$ cat config.mk
export PLATFORM = sky130hd
export DESIGN_NAME = datapath_dump_serializer
export DESIGN_NICKNAME = d
export VERILOG_FILES = /design/src/rtl/datapath_dump_serializer.sv
export SDC_FILE = /design/constraint.sdc
export NUM_CORES = 2
export LEC_CHECK = 0
export CORE_AREA = 10 10 550 552
export DETAILED_ROUTE_END_ITERATION = 10
export DIE_AREA = 0 0 560 562
export SYNTH_ARGS = -nofsm -noshare
export SYNTH_HDL_FRONTEND = slang
export SYNTH_SLANG_ARGS = --single-unit
export TNS_END_PERCENT = 5
$ cat constraint.sdc
create_clock -name clk -period 3.38 [get_ports clk]
set_input_delay 0.845 -clock clk [delete_from_list [all_inputs] [get_ports clk]]
set_output_delay 0.845 -clock clk [all_outputs]
set_load 0.005 [all_outputs]
$ cat src/rtl/datapath_dump_serializer.sv
// Snapshots a wide datapath debug bus on start and streams it to a UART
// write/done handshake as bytes, LSB byte first, with an optional leading sync byte.
module datapath_dump_serializer #(
  parameter int unsigned BUS_W     = 1401,
  parameter bit          SYNC_EN   = 1'b1,
  parameter logic [7:0]  SYNC_BYTE = 8'hA5
) (
  input  logic             clk,
  input  logic             rst,
  input  logic             start,
  input  logic [BUS_W-1:0] bus,
  input  logic             tx_done,
  output logic             tx_write,
  output logic [7:0]       tx_data,
  output logic             busy,
  output logic             done
);

  localparam int unsigned NBYTES = (BUS_W + 7) / 8;
  localparam int unsigned SH_W   = NBYTES * 8;
  localparam int unsigned IDX_W  = $clog2(NBYTES + 1);

  typedef enum logic [1:0] {IDLE, SEND, WAIT, FIN} state_t;

  state_t           state_q, state_d;
  logic [SH_W-1:0]  shadow_q, shadow_d;
  logic [IDX_W-1:0] idx_q, idx_d;
  logic             sync_q, sync_d;
  logic [7:0]       tx_data_d;
  logic             tx_write_d, busy_d, done_d;

  // Next-state logic; outputs are derived from the next state so they are registered
  always_comb begin
    state_d   = state_q;
    shadow_d  = shadow_q;
    idx_d     = idx_q;
    sync_d    = sync_q;
    tx_data_d = tx_data;
    case (state_q)
      IDLE: begin
        if (start) begin
          shadow_d  = SH_W'(bus);
          idx_d     = '0;
          sync_d    = SYNC_EN;
          tx_data_d = SYNC_EN ? SYNC_BYTE : shadow_d[7:0];
          state_d   = SEND;
        end
      end
      SEND: state_d = WAIT;
      WAIT: begin
        if (tx_done) begin
          if (!sync_q && idx_q == IDX_W'(NBYTES - 1)) begin
            state_d = FIN;
          end else begin
            // The sync slot is followed by payload byte 0 without moving the index
            if (sync_q) sync_d = 1'b0;
            else        idx_d  = idx_q + IDX_W'(1);
            tx_data_d = 8'(shadow_q >> {idx_d, 3'b000});
            state_d   = SEND;
          end
        end
      end
      FIN:     state_d = IDLE;
      default: state_d = IDLE;
    endcase
    tx_write_d = (state_d == SEND);
    busy_d     = (state_d != IDLE);
    done_d     = (state_d == FIN);
  end

  // State and registered outputs
  always_ff @(posedge clk or negedge rst) begin
    if (!rst) begin
      state_q  <= IDLE;
      shadow_q <= '0;
      idx_q    <= '0;
      sync_q   <= 1'b0;
      tx_write <= 1'b0;
      tx_data  <= '0;
      busy     <= 1'b0;
      done     <= 1'b0;
    end else begin
      state_q  <= state_d;
      shadow_q <= shadow_d;
      idx_q    <= idx_d;
      sync_q   <= sync_d;
      tx_write <= tx_write_d;
      tx_data  <= tx_data_d;
      busy     <= busy_d;
      done     <= done_d;
    end
  end

endmodule
# Word level (Yosys, flattened, before mapping)
# Cells that the tools add are included.
[op_classes]
add_sub_neg = 1
eq_ne = 9
n_shift = 1
mux = 20
n_reduce_logical = 7
[op_table]
columns = ["operator", "n"]
rows = [
  [">> shifter 1401 x 11 -> 8 bit", 1],
  ["2-to-1 mux 8 bit", 10],
  ["case mux 8 bit (2 select lines)", 2],
  ["adder 8 x 1 -> 8 bit (second input constant)", 1],
  ["equality test 8 bit (second input constant)", 1],
  ["case mux 2 bit (4 select lines)", 1],
  ["equality test 2 bit (second input constant)", 3],
  ["2-to-1 mux 2 bit", 3],
  ["!= test 2 bit (second input constant)", 3],
  ["equality test 2 x 1 -> 1 bit (second input constant)", 2],
  ["AND reduction 4 bit", 1],
  ["nonzero test 2 bit", 2],
  ["2-to-1 mux 1 bit", 3],
  ["logical NOT 2 bit", 1],
  ["case mux 1 bit (2 select lines)", 1],
  ["AND reduction 2 bit", 1],
  ["logical AND 1 bit", 1],
  ["logical NOT 1 bit", 1],
]
[word_totals]
regBits = 1423
inputBits = 1405
output_inout_bits = 11
word_cells = 46

# Depth between registers and ports, before layout
[depth]
ltp_word = 9
ltp_mapped = 14
mapped_depth_nobuf = 9

# Worst setup path before layout
# No wires, ideal clock.
[synth_timing]
kind = "reg-to-reg"
from = "register idx_q[1]"
to = "register tx_data[3]"
setup_ns = 0.122
arrival_time_ns = 2.875
required_time_ns = 3.258
setup_slack_ns = 0.383
stages_incl_launch_ff = 12
n_path_buf = 4
period_less_slack_ns = 2.997
cell_sequence = "dfrtp_1 > ha_1 > clkbuf_1 > mux2_4 > buf_6 > buf_6 > buf_2 > mux4_2 > mux4_2 > a22oi_1 > nand3_1 > a32o_1"
[synth_via]
elab_chain_len = 9
word_cells_on_any_way = 13
classes_between = "add/sub: 1; eq/ne: 2; shift: 1; mux: 7; reduce/logical: 2"
[synth_rtl]
columns = ["element", "line_no", "source"]
rows = [
  ["start: declaration", "27", "logic [IDX_W-1:0] idx_q, idx_d;"],
  ["start signal: assignment", "85", "idx_q <= idx_d;"],
  ["adder 8 x 1 -> 8 bit", "57", "else idx_d = idx_q + IDX_W'(1);"],
  ["2-to-1 mux 8 bit", "56", "if (sync_q) sync_d = 1'b0;"],
  ["2-to-1 mux 8 bit", "52", "if (!sync_q && idx_q == IDX_W'(NBYTES - 1)) begin"],
  ["2-to-1 mux 8 bit", "51", "if (tx_done) begin"],
  ["2-to-1 mux 8 bit", "39", "case (state_q)"],
  [">> shifter 1401 x 11 -> 8 bit", "58", "tx_data_d = 8'(shadow_q >> {idx_d, 3'b000});"],
  ["2-to-1 mux 8 bit", "52", ""],
  ["2-to-1 mux 8 bit", "51", ""],
  ["case mux 8 bit (2 select lines)", "39", ""],
  ["end signal: assignment", "88", "tx_data <= tx_data_d;"],
  ["end: declaration", "14", "output logic [7:0] tx_data,"],
]
# Parallel ways exist; a longest one is shown, timed or not. The select of a mux whose other input is x is not followed.
# A chain may end at the register's enable or synchronous reset.

# Final worst setup path
[layout_timing]
from = "register sync_q"
to = "register tx_data[0]"
[layout_via]
elab_chain_len = 8
word_cells_on_any_way = 12
classes_between = "eq/ne: 1; shift: 1; mux: 7; reduce/logical: 3"
[layout_rtl]
columns = ["element", "line_no", "source"]
rows = [
  ["start: declaration", "28", "logic sync_q, sync_d;"],
  ["start signal: assignment", "86", "sync_q <= sync_d;"],
  ["2-to-1 mux 8 bit", "56", ""],
  ["2-to-1 mux 8 bit", "52", ""],
  ["2-to-1 mux 8 bit", "51", ""],
  ["2-to-1 mux 8 bit", "39", ""],
  [">> shifter 1401 x 11 -> 8 bit", "58", ""],
  ["2-to-1 mux 8 bit", "52", ""],
  ["2-to-1 mux 8 bit", "51", ""],
  ["case mux 8 bit (2 select lines)", "39", ""],
]
# Parallel ways exist; a longest one is shown, timed or not. The select of a mux whose other input is x is not followed.

==> summary.md <==
| Metric | Value |
|---|---|
| First-pass GRT wire length | `454000 µm` |
| GRT Residual Overflow | `0` |
| Core area | `291000 µm²` |
| Clock latency on the worst-skew pair | `0.86 ns` |
| CTS buffer count | `171` |
| Initial antenna violation count | `179` |
| Clock slew at reported path FFs | `0.06 ns` |
| Initial Util | `0.223` |
| Ratio of cells with drive above 1 in the final layout | `0.407` |
| Clk buf depth | `4` |
| Post-synth top flop | `dfrtp_1` |
| Switching power | `33.4 mW` |
| Tcrit/Tclk final | `1.10` |
| Routed WL | `339000 µm` |
| Largest net degree at the start of global routing | `122` |
| Crit. Startpoint | `sync_q` |
| Slowest stage delay, CP | `0.60 ns` |
| Vert. Die Dim | `562 µm` |
| Warnings, synthesis | `0` |
| Worst reg-to-reg path cell count | `10` |
| DR DRC count | `0` |
| DR vias | `48000` |
| Chip width | `560 µm` |
| Clk pwr share | `0.213` |
| Via density per instance | `4.69` |
| Count of input and output buffers | `1415` |
| RSZ-0062 raised after global routing | `yes` |
| Die footprint | `315000 µm²` |
| Antenna-violating nets left | `0` |
| Max_cap viols | `0` |
| EDFF count, synth | `0` |
| IO Pins | `1416` |
| 1st-pass router iterations | `6` |
| WHS Endpoint | `shadow_q[658]` |
| Hold Crit Class | `reg2reg` |
| Post-Syn Area | `64700 µm²` |
| WS Path Type | `reg2reg` |
| DP Wirelength | `273000 µm` |
| Area Overhead vs Synth | `46.0%` |
| CTS root buffer | `clkbuf_16` |
| Final setup viols | `8` |
| F_max | `269 MHz` |
| Most frequent cells in the layout | `1421 x dfrtp_1, 1412 x clkdlybuf4s50_1, 1411 x mux2_2` |
| Violated checks | `setup timing` |
| Period minus WS final | `3.71 ns` |
| Design Power | `94.4 mW` |
| Worst vdd ir | `0.000460 V` |
| Wire length per cell | `33.1 µm` |
| Max-slew violation count | `0` |
| Logic pwr share | `0.451` |
| Skew final | `0.0721 ns` |
| Fin Hold WS | `0.500 ns` |
| Mapped Cells | `4358` |
| HP Start | `shadow_q[658]` |
| P_int | `61.0 mW` |
| Final setup margin | `-0.331 ns` |
| CP arrival | `4.43 ns` |
| Most common cell after layout, fill and taps aside | `dfrtp_1` |
| Syn_nets | `5764` |
| RR Endpoint | `tx_data[0]` |
| Asr flop ratio synth | `1.00` |
| Worst path slowest cell | `mux4_2` |
| Vias in the first global route | `51700` |
| Post-synthesis sequential area ratio | `0.550` |
| Hold path depth | `1` |
| Total track usage | `0.206` |
| Worst R2R Setup Slack | `-0.33 ns` |
| Seq pwr share | `0.336` |
| CP Capture Type | `flop` |
| Leakage | `37.4 nW` |
| Pre-CTS WS | `-1.30 ns` |
| CTS tree | `done` |
| Worst-margin pin slew | `0.967 ns` |
| CP delay by family, top | `multiplexers` |
| Reg2reg start | `sync_q` |
| 1st-iter DRT viols | `3609` |
| Pwr Density | `999 nW/µm²` |
| Netlist cell types | `81` |
| CP bufs+invs | `4` |
| Startpoint Class | `flop` |
| RD Place Congestion | `0.881` |
| WP data required | `4.10 ns` |
| Cells along the critical path | `buf_6 -> mux2_8 -> buf_6 -> buf_4 -> buf_12 -> mux4_2 -> mux4_2 -> nand2_1 -> nand4_1 -> a41o_1` |
| Outcome | `finished with violations` |
| CP max FO | `29` |
| #FFs+latches synth | `1423` |
| H-tree Lvls | `4` |
| Max_slew headroom | `0.355` |
| Post-synthesis area per instance | `14.8 µm²` |
| Rows | `198` |
| Fin. Hold Viols | `0` |
| Finished Core Util | `0.325` |
| Fin nets | `7540` |
| Switch share | `0.354` |
| CTS Sinks | `1423` |
-- how the worst max path moves through the flow --
stage	depth (start not counted)	end	slack [ns]
5_1_grt	14	tx_data[3]	-0.28
3_5_place_dp	12	tx_data[7]	-1.30
2_1_floorplan	11	tx_data[3]	0.38
4_1_cts	14	tx_data[3]	-0.28
6_report	10	tx_data[0]	-0.33
3_3_place_gp	12	tx_data[7]	-1.27
-- logic make-up (layout without fill, tap and decap cells) --
logic type | Yosys count | count (layout) | synth area share
and+or+nand+nor | 501 | 501 | 0.0345
muxes | 1788 | 1788 | 0.352
adders and majority gates | 1 | 1 | 0.000193
xor gates and xnor gates | 13 | 13 | 0.00257
DFF | 1423 | 1423 | 0.550
other | 0 | 67 | 0
AOI/OAI and AO/OA | 307 | 307 | 0.0342
buffers and inverters | 325 | 2239 | 0.0264
-- synth_stat cells, drive strengths merged, types with 12 or more instances --
library cell	count	area, µm²
dfrtp	1423	35600
o22ai	25	156
o21ai	38	190
a221oi	21	190
nand2	298	1120
mux4	247	5580
a21oi	64	320
nand4	23	144
clkbuf	192	721
nand3	80	400
o221ai	20	181
mux2	1413	15900
nor3	26	135
buf	129	970
o2111ai	12	105
nor2	30	113
a31oi	23	144
mux2i	128	1280
a32oi	16	140
-- registers in the layout, indices dropped and copies added (netlist names) --
| name | count |
|---|---|
| shadow_q | 1401 |
| idx_q | 8 |
| tx_data | 8 |
| state_q | 2 |
| busy | 1 |
| done | 1 |
| sync_q | 1 |
| tx_write | 1 |
-- per-layer routing --
metal / vias to the layer above / routed length, µm / GRT usage / share of wire
met1: 25300 / 139000 / 0.256 / 0.41
met5: - / 671 / 0 / 0.0020
li1: 19900 / - / - / -
met2: 2105 / 163000 / 0.345 / 0.48
met3: 537 / 25600 / 0.0598 / 0.075
met4: 104 / 11500 / 0.0654 / 0.034
-- power groups by stage --
stage                     Combinational (mW)  Clock (mW)  Sequential (mW)
after floorplan                         25.1           0             28.8
after global placement                  40.1           0             31.5
after detailed placement                40.6           0             31.9
after CTS                               42.8        20.6             31.6
after global routing                    45.2        21.2             32.5
final                                   42.6        20.1             31.7
-- through the flow --
| step | area [µm²] | cells | setup TNS (ns) |
|---|---|---|---|
| 4_1_cts | 94000 | 10200 | -1.91 |
| 6_report | 94500 | 10200 | -1.43 |
| 2_1_floorplan | 64700 | 4358 | 0 |
| 3_3_place_gp | 86900 | 9795 | -6.17 |
| 5_1_grt | 94400 | 10200 | -1.97 |
| 3_5_place_dp | 86900 | 9795 | -6.24 |
-- timing repair --
item / CTS / global route
setup buffers: 55 / 10
hold buffers: 1 / 0
pin swaps: 22 / 22
gates cloned: 3 / 1
endpoints found under the setup margin: 8 / 8
gates resized for setup: 91 / 48
hold endpoints to repair: 28 / 0
-- area by class of cell --
| type | instances | area [µm²] |
|---|---|---|
| tap | 3900 | 4880 |
| clock inverter | 72 | 1080 |
| clock buffer | 239 | 5000 |
| inverter | 4 | 15.0 |
| antenna | 67 | 168 |
| fill | 28600 | 196000 |
| timing repair buffer | 1924 | 19600 |
| sequential | 1423 | 35600 |
| multi-input combinational | 2610 | 28100 |
No activity file was read; power rests on OpenSTA's default activity.
